**src/rtl/bg_arb_pkg.sv**
```systemverilog
// Shared types and constants for the background-image BRAM read-port arbiter.
package bg_arb_pkg;

    localparam int BG_AW     = 19;
    localparam int BG_DW     = 16;
    localparam int BG_WIDTH  = 640;
    localparam int BG_HEIGHT = 480;

    typedef enum logic [1:0] {
        OWN_NONE = 2'd0,
        OWN_PIX  = 2'd1,
        OWN_COL  = 2'd2
    } owner_t;

    typedef enum logic [1:0] {
        IDLE = 2'd0,
        WAIT = 2'd1,
        DONE = 2'd2
    } arb_state_t;

    // Linear address of pixel (x, y); callers own the range, the arbiter never checks it.
    function automatic logic [BG_AW-1:0] bg_addr(input int unsigned x, input int unsigned y);
        return BG_AW'(y * BG_WIDTH + x);
    endfunction

endpackage

```
**src/rtl/bg_rd_tag_pipe.sv**
```systemverilog
// Ownership tag delay line: follows each BRAM read from issue to the edge its data is captured.
module bg_rd_tag_pipe
    import bg_arb_pkg::*;
#(
    parameter int DEPTH = 2
) (
    input  logic   clk,
    input  logic   rst,
    input  owner_t tag_in,
    output owner_t tag_out
);

    owner_t stage [DEPTH];

    // NOTE: this array is a handful of control flops, not a memory, so it is reset; a read in flight at reset must never surface later as a stale owner.
    always_ff @(posedge clk or posedge rst) begin
        if (rst) begin
            for (int i = 0; i < DEPTH; i++) stage[i] <= OWN_NONE;
        end else begin
            stage[0] <= tag_in;
            for (int i = 1; i < DEPTH; i++) stage[i] <= stage[i-1];
        end
    end

    assign tag_out = stage[DEPTH-1];

endmodule

```
**src/rtl/bg_rom_arbiter.sv**
```systemverilog
// Shares the background BRAM read port between the pixel compositor and collision lookups.
// Optional starvation guard for collision requests: define ARB_STARVE_GUARD_EN.
module bg_rom_arbiter
    import bg_arb_pkg::*;
#(
    parameter int AW           = BG_AW,
    parameter int DW           = BG_DW,
    parameter int RD_LAT       = 1,
    parameter int STARVE_LIMIT = 800
) (
    input  logic          clk,
    input  logic          rst,
    input  logic          video_active,
    input  logic [AW-1:0] pix_addr,
    output logic [DW-1:0] pix_data,
    output logic          pix_valid,
    input  logic          col_req,
    input  logic [AW-1:0] col_addr,
    output logic          col_gnt,
    output logic [DW-1:0] col_data,
    output logic          col_valid,
    output logic [AW-1:0] bram_addr,
    input  logic [DW-1:0] bram_dout
);

    if (RD_LAT < 1 || RD_LAT > 3) begin : g_bad_rd_lat
        $error("bg_rom_arbiter: RD_LAT must be 1..3");
    end
    if (STARVE_LIMIT < 1) begin : g_bad_starve_limit
        $error("bg_rom_arbiter: STARVE_LIMIT must be positive");
    end

    localparam int WCW = $clog2(RD_LAT + 1) + 1;

    arb_state_t    state, state_next;
    logic [WCW-1:0] wait_cnt;
    logic          col_issue;
    logic          starve;
    owner_t        slot_tag;
    logic [AW-1:0] slot_addr;
    owner_t        tail_tag;
    logic          tail_steal;

`ifdef ARB_STARVE_GUARD_EN
    localparam int SCW = $clog2(STARVE_LIMIT + 1);

    logic [SCW-1:0] starve_cnt;
    logic [RD_LAT:0] steal_pipe;

    always_ff @(posedge clk or posedge rst) begin
        if (rst) begin
            starve_cnt <= '0;
        end else if (!col_req || col_issue) begin
            starve_cnt <= '0;
        end else if (state == IDLE) begin
            starve_cnt <= starve_cnt + 1'b1;
        end
    end

    assign starve = (starve_cnt >= SCW'(STARVE_LIMIT));

    // A collision slot taken during active video still owes the compositor a pixel.
    always_ff @(posedge clk or posedge rst) begin
        if (rst) steal_pipe <= '0;
        else     steal_pipe <= {steal_pipe[RD_LAT-1:0], col_issue & video_active};
    end

    assign tail_steal = steal_pipe[RD_LAT];
`else
    assign starve     = 1'b0;
    assign tail_steal = 1'b0;
`endif

    always_ff @(posedge clk or posedge rst) begin
        if (rst) state <= IDLE;
        else     state <= state_next;
    end

    always_comb begin
        state_next = state;
        case (state)
            IDLE:    if (col_issue) state_next = WAIT;
            WAIT:    if (wait_cnt == WCW'(RD_LAT)) state_next = DONE;
            DONE:    state_next = IDLE;
            default: state_next = IDLE;
        endcase
    end

    // NOTE: every output of this block gets a default first, so no path can leave one unassigned and infer a latch.
    always_comb begin
        col_issue = (state == IDLE) && col_req && (!video_active || starve);
        slot_tag  = OWN_NONE;
        slot_addr = pix_addr;
        if (col_issue) begin
            slot_tag  = OWN_COL;
            slot_addr = col_addr;
        end else if (video_active) begin
            slot_tag  = OWN_PIX;
        end
    end

    always_ff @(posedge clk or posedge rst) begin
        if (rst)                wait_cnt <= '0;
        else if (state == WAIT) wait_cnt <= wait_cnt + 1'b1;
        else                    wait_cnt <= '0;
    end

    bg_rd_tag_pipe #(.DEPTH(RD_LAT + 1)) u_tag_pipe (
        .clk     (clk),
        .rst     (rst),
        .tag_in  (slot_tag),
        .tag_out (tail_tag)
    );

    // NOTE: non-blocking assignments here so every register samples pre-edge values regardless of statement order.
    always_ff @(posedge clk or posedge rst) begin
        if (rst) begin
            bram_addr <= '0;
            col_gnt   <= 1'b0;
            pix_data  <= '0;
            pix_valid <= 1'b0;
            col_data  <= '0;
            col_valid <= 1'b0;
        end else begin
            bram_addr <= slot_addr;
            col_gnt   <= col_issue;
            case (tail_tag)
                OWN_PIX: begin
                    pix_data  <= bram_dout;
                    pix_valid <= 1'b1;
                    col_valid <= 1'b0;
                end
                OWN_COL: begin
                    col_data  <= bram_dout;
                    col_valid <= 1'b1;
                    pix_valid <= tail_steal;
                end
                default: begin
                    pix_valid <= 1'b0;
                    col_valid <= 1'b0;
                end
            endcase
        end
    end

endmodule

```
**config.mk**
```make
export PLATFORM = sky130hd
export DESIGN_NAME = bg_rom_arbiter
export DESIGN_NICKNAME = d
export VERILOG_FILES = /design/src/rtl/bg_arb_pkg.sv /design/src/rtl/bg_rd_tag_pipe.sv /design/src/rtl/bg_rom_arbiter.sv
export SDC_FILE = /design/constraint.sdc
export NUM_CORES = 1
export LEC_CHECK = 0
export BUFFER_PORTS_ARGS = -buffer_cell sky130_fd_sc_hd__buf_2
export CAP_MARGIN = 15
export CELL_PAD_IN_SITES_DETAIL_PLACEMENT = 0
export CELL_PAD_IN_SITES_GLOBAL_PLACEMENT = 2
export CORE_MARGIN = 4
export CORE_UTILIZATION = 26
export DETAILED_ROUTE_END_ITERATION = 12
export HOLD_SLACK_MARGIN = 0.02
export PLACE_DENSITY_LB_ADDON = 0.1
export SKIP_LAST_GASP = 1
export SLEW_MARGIN = 20
export SYNTH_ARGS = -nofsm -noshare
export SYNTH_HDL_FRONTEND = slang
export SYNTH_SLANG_ARGS = --single-unit
```
**constraint.sdc**
```tcl
create_clock -name clk -period 1.55 [get_ports clk]
set_input_delay 0.155 -clock clk [delete_from_list [all_inputs] [get_ports clk]]
set_output_delay 0.155 -clock clk [all_outputs]
set_load 0.05 [all_outputs]
```
==> metrics.md <==
| Metric | Value |
|---|---|
| Status | `complete, no violations` |
| Peak supply drop | `571 uV` |
| Non-Filler Instances | `369` |
| Via count | `1,509` |
| Pwr/cell area | `1890 nW/um^2` |
| DR vias/cell | `4.09` |
| Clk buf depth | `2` |
| Yosys warnings | `0` |
| CP endpoint kind | `flip-flop` |
| Fin util | `38.1%` |
| GRT Util Overall | `10.9%` |
| Remaining global-route overflow | `0` |
| Layout area overhead | `40.6%` |
| # diodes | `0` |
| Clock sink count | `61` |
| Wire length of the first global-routing pass | `8340 um` |
| Core ar. | `8340 sq um` |
| Vias in the first global route | `1,684` |
| FF+latch count, synth | `61` |
| Setup Skew | `0.00559 ns` |
| Initial DRC count | `26` |
| RSZ-0062 raised after global routing | `yes` |
| Num ports | `112` |
| Mapped Area | `2260 sq um` |
| Worst hold path type | `input pin to flip-flop` |
| Drt wl/cell | `14.0 um` |
| Max FO, Critical Path | `10` |
| Drt drc | `0` |
| Pleak | `1.56 nW` |
| Post-Syn Area per Cell | `16.9 sq um` |
| Placer Congestion | `0.660` |
| Fin crit share | `97.2%` |
| Slew Viols, Final | `0` |
| H-Tree Depth | `3` |
| Row cnt | `33` |
| Cells after synthesis | `134` |
| Die area | `10,300 sq um` |
| DIE WIDTH | `101 um` |
| Worst slew pin tran | `0.435 ns` |
| Max Fclk | `664 MHz` |
| Initial antenna violation count | `0` |
| Setup violators final | `0` |
| DRT Wirelength | `5160 um` |
| CTS tree | `done` |
| CTS buffer count | `9` |
| Die height | `101 um` |
| Headroom to the max-slew limit | `71.0%` |
| Effective utilization at floorplan | `27.1%` |
| Synthesized Nets | `193` |
| Worst R2R Path Depth | `3` |
| Fill cell count | `837` |
| Detailed Place HPWL | `3900 um` |
| Worst hold path depth | `2` |
| Crit Path Category | `input pin to flip-flop` |
| DP Cell Count | `350` |
| Largest net degree at the start of global routing | `34` |
| PortBufs | `111` |
| Crit path time final | `1.51 ns` |
| Final net count | `319` |
| Worst path arrival time | `1.72 ns` |
| Synth unique cells | `14` |
| Layout cells sized above 1 | `70.1%` |
| Startpoint Class | `input pin` |
| Required @ worst endpoint | `1.76 ns` |
| Clk_lat worst skew | `0.33 ns` |
| Final Hold Fails | `0` |
| Post-route ant nets | `0` |
| Number of setup buffers added after CTS | `0` |
| Clk pin slew, worst setup/hold paths | `0.07 ns` |
| Drt pass-1 iters | `3` |
| Resize count post-CTS | `0` |
| Root Buffer | `clkbuf_8` |
| Part of the Yosys area used for sequential elements | `67.5%` |
| Max-cap viol count | `0` |
## power breakdown
group          leakage [nW]  switching [W]  total, W  internal, W
registers             0.722       0.000190   0.00221      0.00202
logic                 0.744        0.00181   0.00253     0.000718
clock network        0.0926       0.000567   0.00127     0.000702
total                  1.56        0.00257   0.00601      0.00344
## cells by family after synthesis
| kind of cell | synth area share (%) |
|---|---|
| buffers and inverters | 3.26 |
| flip-flops | 67.5 |
| AND/OR/NAND/NOR | 3.04 |
| AO/OA/AOI/OAI | 0.221 |
| multiplexers | 25.4 |
| adder cells (fa/ha/maj) | 0.553 |
## layout make-up
| type | count | area [sq um] | share of cell area, % |
|---|---|---|---|
| Sequential cell | 61 | 1530 | 48.0 |
| Tap cell | 105 | 131 | 4.13 |
| Multi-Input combinational cell | 62 | 663 | 20.9 |
| Clock inverter | 1 | 5.00 | 0.157 |
| Clock buffer | 14 | 173 | 5.43 |
| Timing Repair Buffer | 122 | 661 | 20.8 |
| Inverter | 4 | 18.8 | 0.591 |
## through the flow
| stage | power (W) | instance area (sq um) | worst slack [ns] | hold WS (ns) | TNS, ns |
|---|---|---|---|---|---|
| final | 0.00601 | 3180 | 0.0439 | 0.0529 | 0 |
| after global routing | 0.00635 | 3180 | -0.00385 | 0.0299 | -0.00452 |
| after CTS | 0.00613 | 3180 | 0.0492 | 0.0271 | 0 |
| after detailed placement | 0.00481 | 2960 | 0.112 | 0.283 | 0 |
| after global placement | 0.00478 | 2960 | 0.143 | 0.282 | 0 |
| after floorplan | 0.00417 | 2260 | 0.222 | 0.253 | 0 |
## state kept, by name (all words and copies together) (netlist names)
signal / flops
bram_addr: 19
col_data: 16
pix_data: 16
state: 2
u_tag_pipe.tag_out: 2
wait_cnt: 2
col_gnt: 1
col_valid: 1
pix_valid: 1
u_tag_pipe.stage: 1
## final timing paths
kind                                     start                     to  slack, ns
min in group asynchronous                  rst            col_data[5]       0.48
min                                pix_addr[0]           bram_addr[0]       0.05
min reg2reg                u_tag_pipe.stage[2]  u_tag_pipe.tag_out[0]       0.35
max                               video_active           bram_addr[2]       0.04
max reg2reg                           state[0]           bram_addr[2]       0.13
max in group asynchronous                  rst           pix_data[11]       0.72
## critical path: stages
cell	delay, ns
dlygate4sd3_1	0.53
buf_2	0.15
nor4b_4	0.29
buf_4	0.24
mux2_2	0.35
## synth_stat cells (all sizes together)
master | number | area, sq um
mux2 | 51 | 574
nor4b | 1 | 23.8
dfrtp | 61 | 1530
nand2b | 3 | 18.8
inv | 4 | 15.0
nor2 | 3 | 11.3
ha | 1 | 12.5
clkbuf | 1 | 3.75
a21oi | 1 | 5.00
nor2b | 1 | 6.26
buf | 6 | 55.1
or3b | 1 | 8.76
## cells in the final DEF, fill, tap and decap left out
| cell type | instances |
|---|---|
| clkinv_2 | 1 |
| mux2_1 | 1 |
| clkbuf_1 | 2 |
| nor4b_4 | 1 |
| nor2b_2 | 1 |
| clkinvlp_4 | 1 |
| clkbuf_8 | 12 |
| nand2b_1 | 3 |
| buf_4 | 6 |
| nor2_1 | 3 |
| a21oi_1 | 1 |
| inv_1 | 3 |
| buf_12 | 1 |
| ha_1 | 1 |
| buf_2 | 111 |
| dfrtp_1 | 61 |
| mux2_2 | 50 |
| dlygate4sd3_1 | 4 |
| or3b_2 | 1 |
## metal layers
metal | share of wire (%) | track usage [%]
met5 | 0 | 0
met4 | 1.4 | 3.68
met1 | 37 | 12.3
met3 | 14 | 7.58
met2 | 47 | 16.4
## repair_timing
| action | in CTS | in global routing |
|---|---|---|
| endpoints found under the setup margin | 0 | 3 |
| hold endpoints to repair | 63 | 0 |
| hold buffers | 4 | 0 |
No activity file was read; power rests on OpenSTA's default activity.
